$ cat config.mk
export PLATFORM = sky130hd
export DESIGN_NAME = packet_arbiter_mux
export DESIGN_NICKNAME = d
export VERILOG_FILES = /design/src/rtl/packet_arbiter_mux.sv
export SDC_FILE = /design/constraint.sdc
export NUM_CORES = 1
export LEC_CHECK = 0
export BUFFER_PORTS_ARGS = -buffer_cell sky130_fd_sc_hd__buf_2
export CORE_MARGIN = 8
export CORE_UTILIZATION = 37
export CTS_CLUSTER_DIAMETER = 120
export CTS_CLUSTER_SIZE = 40
export DETAILED_ROUTE_END_ITERATION = 8
export PLACE_DENSITY = 0.78
export REMOVE_ABC_BUFFERS = 1
export SKIP_LAST_GASP = 1
export SYNTH_ARGS = -nofsm -noshare
export SYNTH_HDL_FRONTEND = slang
export SYNTH_SLANG_ARGS = --single-unit
$ cat constraint.sdc
create_clock -name i_clk -period 1.65 [get_ports i_clk]
set_clock_uncertainty 0.05 [all_clocks]
set_input_delay 0.165 -clock i_clk [delete_from_list [all_inputs] [get_ports i_clk]]
set_output_delay 0.165 -clock i_clk [all_outputs]
set_load 0.02 [all_outputs]
$ cat src/rtl/packet_arbiter_mux.sv
// ---------------------------------------------------------------------------
// packet_arbiter_mux
//
// Purpose:
//   Packet-level N:1 valid/ready stream multiplexer. An idle block grants the
//   lowest-indexed input that presents valid (index 0 has the highest
//   priority). The grant then stays locked to that input until the beat
//   carrying i_in_last is accepted, so frames never interleave. The output
//   is one registered pipeline stage. Between frames there is one idle
//   (arbitration) cycle.
//
// Optional feature (compile-time macro PACKET_ARB_TIMEOUT_EN):
//   A stall watchdog releases the lock when the locked input has had valid
//   low for TIMEOUT_CYCLES counted cycles. When it fires, o_timeout_pulse is
//   high for that one cycle. Without the macro the counter is not built,
//   o_timeout_pulse is tied low, and the lock is held until in_last.
//
// Parameters:
//   NUM_INPUTS      number of input streams (>= 2)
//   DATA_WIDTH      beat width in bits
//   TIMEOUT_CYCLES  watchdog limit (used only with PACKET_ARB_TIMEOUT_EN)
//   SEL_WIDTH       index width, derived from NUM_INPUTS
//
// Ports:
//   i_clk           clock, all logic on the rising edge
//   i_reset         asynchronous active-high reset
//   i_in_data       input beats, input i at [i*DATA_WIDTH +: DATA_WIDTH]
//   i_in_valid      per-input beat valid
//   i_in_last       per-input end-of-frame flag
//   o_in_ready      per-input accept (only the locked input can be ready)
//   o_out_data      registered output beat
//   o_out_valid     output beat valid
//   o_out_last      output end-of-frame
//   i_out_ready     downstream accept
//   o_active_index  currently locked input
//   o_locked        high while a frame is being forwarded
//   o_timeout_pulse one-cycle pulse when the watchdog releases the lock
// ---------------------------------------------------------------------------
module packet_arbiter_mux #(
    parameter int NUM_INPUTS     = 4,
    parameter int DATA_WIDTH     = 32,
    parameter int TIMEOUT_CYCLES = 255,
    parameter int SEL_WIDTH      = $clog2(NUM_INPUTS)
) (
    input  logic                             i_clk,
    input  logic                             i_reset,
    input  logic [NUM_INPUTS*DATA_WIDTH-1:0] i_in_data,
    input  logic [NUM_INPUTS-1:0]            i_in_valid,
    input  logic [NUM_INPUTS-1:0]            i_in_last,
    output logic [NUM_INPUTS-1:0]            o_in_ready,
    output logic [DATA_WIDTH-1:0]            o_out_data,
    output logic                             o_out_valid,
    output logic                             o_out_last,
    input  logic                             i_out_ready,
    output logic [SEL_WIDTH-1:0]             o_active_index,
    output logic                             o_locked,
    output logic                             o_timeout_pulse
);

    typedef enum logic {
        ST_IDLE   = 1'b0,
        ST_LOCKED = 1'b1
    } state_t;

    state_t                 r_state;
    state_t                 w_state_next;
    logic [SEL_WIDTH-1:0]   r_active_index;
    logic [SEL_WIDTH-1:0]   w_index_next;
    logic [SEL_WIDTH-1:0]   w_req_idx;
    logic [DATA_WIDTH-1:0]  r_out_data;
    logic                   r_out_valid;
    logic                   r_out_last;

    logic                   w_locked;
    logic                   w_slot_free;
    logic                   w_sel_valid;
    logic                   w_sel_last;
    logic [DATA_WIDTH-1:0]  w_sel_data;
    logic                   w_accept;
    logic                   w_timeout;

    logic [DATA_WIDTH-1:0]  w_in_data [NUM_INPUTS];

    // Unpack the flat data bus and build the per-input ready vector.
    genvar gi;
    generate
        for (gi = 0; gi < NUM_INPUTS; gi++) begin : g_inputs
            assign w_in_data[gi]  = i_in_data[gi*DATA_WIDTH +: DATA_WIDTH];
            assign o_in_ready[gi] = w_locked && w_slot_free &&
                                    (r_active_index == SEL_WIDTH'(gi));
        end
    endgenerate

    assign w_locked    = (r_state == ST_LOCKED);
    // The output register can take a beat when empty or draining this cycle.
    // Deliberately independent of the locked input's own valid.
    assign w_slot_free = !r_out_valid || i_out_ready;
    assign w_sel_valid = i_in_valid[r_active_index];
    assign w_sel_last  = i_in_last[r_active_index];
    assign w_sel_data  = w_in_data[r_active_index];
    assign w_accept    = w_locked && w_sel_valid && w_slot_free;

    // Lowest set valid bit wins; scanning downward leaves the lowest index.
    always_comb begin
        w_req_idx = '0;
        for (int i = NUM_INPUTS - 1; i >= 0; i--) begin
            if (i_in_valid[i]) begin
                w_req_idx = SEL_WIDTH'(i);
            end
        end
    end

`ifdef PACKET_ARB_TIMEOUT_EN
    localparam int CNT_WIDTH = $clog2(TIMEOUT_CYCLES + 1);

    logic [CNT_WIDTH-1:0] r_stall_cnt;

    // Counts cycles the locked input holds valid low; a cycle where the input
    // is valid but backpressured is not a stall. An accept in the same cycle
    // as the limit wins, because that input is evidently not stuck.
    assign w_timeout = w_locked && !w_accept &&
                       (r_stall_cnt == CNT_WIDTH'(TIMEOUT_CYCLES));

    always_ff @(posedge i_clk or posedge i_reset) begin
        if (i_reset) begin
            r_stall_cnt <= '0;
        end else if (!w_locked || w_accept) begin
            // Held at zero while idle, so every entry to LOCKED starts clean.
            r_stall_cnt <= '0;
        end else if (!w_sel_valid &&
                     (r_stall_cnt != CNT_WIDTH'(TIMEOUT_CYCLES))) begin
            r_stall_cnt <= r_stall_cnt + 1'b1;
        end
    end
`else
    assign w_timeout = 1'b0;
`endif

    // FSM: state and grant index registers.
    always_ff @(posedge i_clk or posedge i_reset) begin
        if (i_reset) begin
            r_state        <= ST_IDLE;
            r_active_index <= '0;
        end else begin
            r_state        <= w_state_next;
            r_active_index <= w_index_next;
        end
    end

    // FSM: next-state logic. Arbitration happens only in IDLE, so requests
    // from other inputs during a frame are simply not looked at.
    always_comb begin
        w_state_next = r_state;
        w_index_next = r_active_index;
        case (r_state)
            ST_IDLE: begin
                if (|i_in_valid) begin
                    w_state_next = ST_LOCKED;
                    w_index_next = w_req_idx;
                end
            end
            ST_LOCKED: begin
                if ((w_accept && w_sel_last) || w_timeout) begin
                    w_state_next = ST_IDLE;
                end
            end
            default: begin
                w_state_next = ST_IDLE;
            end
        endcase
    end

    // Output stage. A newly accepted beat overwrites a beat leaving this same
    // cycle, which gives full throughput; otherwise the beat holds until
    // taken. A watchdog release leaves any registered beat to drain normally.
    always_ff @(posedge i_clk or posedge i_reset) begin
        if (i_reset) begin
            r_out_valid <= 1'b0;
            r_out_last  <= 1'b0;
            r_out_data  <= '0;
        end else if (w_accept) begin
            r_out_valid <= 1'b1;
            r_out_last  <= w_sel_last;
            r_out_data  <= w_sel_data;
        end else if (i_out_ready) begin
            r_out_valid <= 1'b0;
        end
    end

    assign o_out_data      = r_out_data;
    assign o_out_valid     = r_out_valid;
    assign o_out_last      = r_out_last;
    assign o_active_index  = r_active_index;
    assign o_locked        = w_locked;
    assign o_timeout_pulse = w_timeout;

endmodule

==> key figures <==
Placement
  – Worst Setup Slack post-DPL: -65.6 ps
  – Final Wtd Congestion: 0.719
  – Number of buffers added on ports: 179
  – Half-perimeter wire length of the detailed placement result: 6.11 mm
  – Cell area reported after detailed placement: 3430 sq um
  – DP Cell Count: 395

Yosys
  – Sequential area share after synthesis: 0.383
  – Complex-gate fraction of the synthesized area: 0.0145
  – Area share of fa/ha/maj cells after synthesis: 0
  – Simple-gate share of the synthesized area: 0.0321
  – Dominant combinational cell family by area after synthesis: multiplexers
  – Cell area after synthesis: 2410 sq um
  – Number of synthesized register bits: 37
  – Library cells used by synthesis: 22
  – Xor/xnor cell area share of the yosys netlist: 0
  – Number of standard cells after synthesis: 142
  – Yosys warning count: 0
  – Synthesized area per cell: 17.0 sq um
  – Multiplexer share of the synthesized area: 0.512

STA
  – Max-slew headroom: 0.525
  – Worst Hold Slack: 131 ps
  – Setup repair after global routing missed its margin: yes
  – Final setup vio count: 33
  – Max Fclk: 0.573 GHz
  – Final number of hold-violating endpoints: 0
  – Setup_tns: -2360 ps
  – Share of the cycle needed by the critical path after routing: 1.06
  – Worst-Margin Slew: 709 ps
  – Final WS setup: -96.7 ps
  – Crit path time final: 1750 ps
  – Count of final max-slew check failures: 0

Route
  – Detailed-routing iteration count for the pre-antenna-repair pass: 4
  – Post-DRT Antenna Nets: 0
  – Wire length per cell after detailed routing: 18.3 um
  – Routed via count divided by cell count: 4.97
  – Final wirelength: 7.43 mm
  – Total vias in the final route: 2018
  – Drt drc: 0
  – Drt first-iter violations: 45

Pwr
  – Power per cell area: 2020 nW/um^2
  – Static Leak: 0.00188 uW
  – Switching share of power: 0.367
  – Clock network fraction of design power: 0.125
  – Peak supply drop: 0.00155 V
  – Share of total power in combinational logic: 0.646
  – Int Power: 4670 uW
  – Part of the total power dissipated in sequential elements: 0.229
  – Power dissipated by switching net loads: 2700 uW

Floorplan
  – Area of the placeable core: 6350 sq um
  – Initial core utilization: 0.380
  – Number of placed I/O pins: 181
  – Area of the die: 9370 sq um
  – Die width: 96.8 um
  – Die Height: 96.8 um
  – Core Rows: 29

Critical path
  – Critical path class: flop to flop
  – Top delay family on crit path: multiplexers
  – Category of the worst setup path capture point: flop
  – Critical path, cell by cell: mux4_2 -> nand3_4 -> buf_12 -> mux2_4
  – Crit-path slowest cell: sky130_fd_sc_hd__mux4_2
  – Biggest cell delay along the critical path: 540 ps
  – Max FO, Critical Path: 14
  – Data arrival at the endpoint of the critical path: 1870 ps
  – Critical Path Start Type: flop
  – Worst path bufs/invs: 1
  – Data required time of the critical path: 1770 ps

CTS
  – Clock net sink count: 37
  – Clk Latency, worst-skew pair: 280 ps
  – Number of buffers added by the clock tree synthesis step: 5
  – Clock slew at reported path FFs: 70 ps
  – Number of buffers on the longest clock path: 2
  – H-Tree Level Count: 2
  – Root buffer selected by CTS: sky130_fd_sc_hd__clkbuf_8
  – TritonCTS clock tree: done

Run status
  – Result of the run: complete, but fails checks
  – Failing checks: setup timing

GRT
  – Vias in the first global route: 2478
  – Met2 demand-to-capacity share in global routing: 0.283
  – Largest net degree at the start of global routing: 38
  – Grt met3 use: 0.0669
  – Wire length of the first global-routing pass: 12.2 mm
  – Initial antenna violation count: 2
  – Gr usage total: 0.160
  – Met1 layer usage reported by global route: 0.171
  – Most congested layer reported by global routing: met2
  – Total grt overflow: 0

Flow run
  – Max-cap violation count: 0

Cells and area
  – Antenna diodes: 0
  – P&R area growth vs syn: 51.1%
  – Ratio of cells with drive above 1 in the final layout: 0.818
  – Total number of nets in the final design: 467
  – Number of standard cells in the final layout excluding fillers: 406
  – Highest-count cells in the layout ignoring fill and taps: sky130_fd_sc_hd__buf_2, sky130_fd_sc_hd__dfrtp_1, sky130_fd_sc_hd__mux4_2, sky130_fd_sc_hd__mux2_4
  – Leading cell type in the layout, fill and taps excluded: sky130_fd_sc_hd__buf_2
  – Finished layout cell area: 3650 sq um

Worst hold path
  – Hold/Removal Path Class: input pin to flop
-- worst min-delay path: stages --
cell and delay [ps]:
sky130_fd_sc_hd__buf_2 80, sky130_fd_sc_hd__nand2b_4 140, sky130_fd_sc_hd__nand2_1 50
-- area by class of cell --
class                           count  area [sq um]
Sequential cell                    37           928
Clock inverter                      3          65.1
Fill cell                         534          2700
Clock buffer                        5          68.8
Inverter                            4          15.0
Multi-Input combinational cell     88          1380
Tap cell                           77          96.3
Timing Repair Buffer              192          1090
-- sequential cells by signal, summed over array words and instances, names as in the netlist --
name,cells
o_out_data,32
o_locked,1
o_out_last,1
o_out_valid,1
o_active_index,2
-- stage by stage --
step	power [uW]	util
3_5_place_dp	6280	0.540
5_1_grt	7810	0.575
6_report	7370	0.575
2_1_floorplan	4850	-
3_3_place_gp	6150	0.540
4_1_cts	7430	0.570
-- power by group through the flow --
stage,sequential [uW],clock [uW],combinational (uW)
5_1_grt,1760,996,5060
2_1_floorplan,2530,0,2330
3_5_place_dp,1690,0,4600
3_3_place_gp,1680,0,4470
4_1_cts,1690,953,4790
6_report,1690,923,4760
-- synth_stat cells --
| master | n | area share |
|---|---|---|
| sky130_fd_sc_hd__nor3_1 | 3 | 0.0062 |
| sky130_fd_sc_hd__inv_1 | 4 | 0.0062 |
| sky130_fd_sc_hd__nand2_1 | 3 | 0.0047 |
| sky130_fd_sc_hd__buf_2 | 3 | 0.0062 |
| sky130_fd_sc_hd__a2bb2oi_1 | 1 | 0.0036 |
| sky130_fd_sc_hd__buf_4 | 1 | 0.0031 |
| sky130_fd_sc_hd__nand2b_1 | 1 | 0.0026 |
| sky130_fd_sc_hd__mux4_2 | 34 | 0.32 |
| sky130_fd_sc_hd__dfrtp_1 | 37 | 0.38 |
| sky130_fd_sc_hd__o22a_1 | 1 | 0.0036 |
| sky130_fd_sc_hd__mux2_4 | 27 | 0.17 |
| sky130_fd_sc_hd__mux2i_1 | 1 | 0.0041 |
| sky130_fd_sc_hd__nand3_4 | 1 | 0.0073 |
| sky130_fd_sc_hd__nor2_1 | 6 | 0.0093 |
| sky130_fd_sc_hd__o21bai_1 | 1 | 0.0031 |
| sky130_fd_sc_hd__buf_6 | 2 | 0.0093 |
| sky130_fd_sc_hd__a21oi_1 | 2 | 0.0041 |
| sky130_fd_sc_hd__mux2_2 | 5 | 0.023 |
| sky130_fd_sc_hd__buf_12 | 3 | 0.025 |
| sky130_fd_sc_hd__clkbuf_1 | 4 | 0.0062 |
| sky130_fd_sc_hd__nand3_1 | 1 | 0.0021 |
| sky130_fd_sc_hd__conb_1 | 1 | 0.0016 |
-- worst paths after layout --
check | start | end | slack [ps] | depth (start not counted)
max in group asynchronous | i_reset | o_out_data[27] | 670 | 4
worst min register to register | o_out_data[13] | o_out_data[13] | 460 | 1
worst max register to register | o_active_index[1] | o_out_data[20] | -100 | 4
min in group asynchronous | i_reset | o_out_data[17] | 390 | 3
worst min-delay path | i_out_ready | o_out_valid | 130 | 3
worst max-delay path | o_active_index[1] | o_out_data[20] | -100 | 4
-- cell families (layout without fill, tap and decap cells) --
logic type,count (synthesis),in the layout
flip-flops,37,37
buffers and inverters,17,204
AND/OR/NAND/NOR,15,15
multiplexers,67,67
other,1,1
AO/OA/AOI/OAI,5,5
-- routing by layer --
metal / wire length [um] / up-vias
met5: 16 / -
met4: 73 / 4
met3: 659 / 8
met2: 3820 / 103
met1: 2860 / 972
li1: - / 931
-- repair_timing --
action	CTS	global route
endpoints found under the hold margin	18	0
resized for setup	7	5
pin swaps	1	0
setup buffers	0	1
gates cloned	1	0
setup endpoints to repair	35	36
hold buffers	1	0
Power figures use the tool's default switching activity.
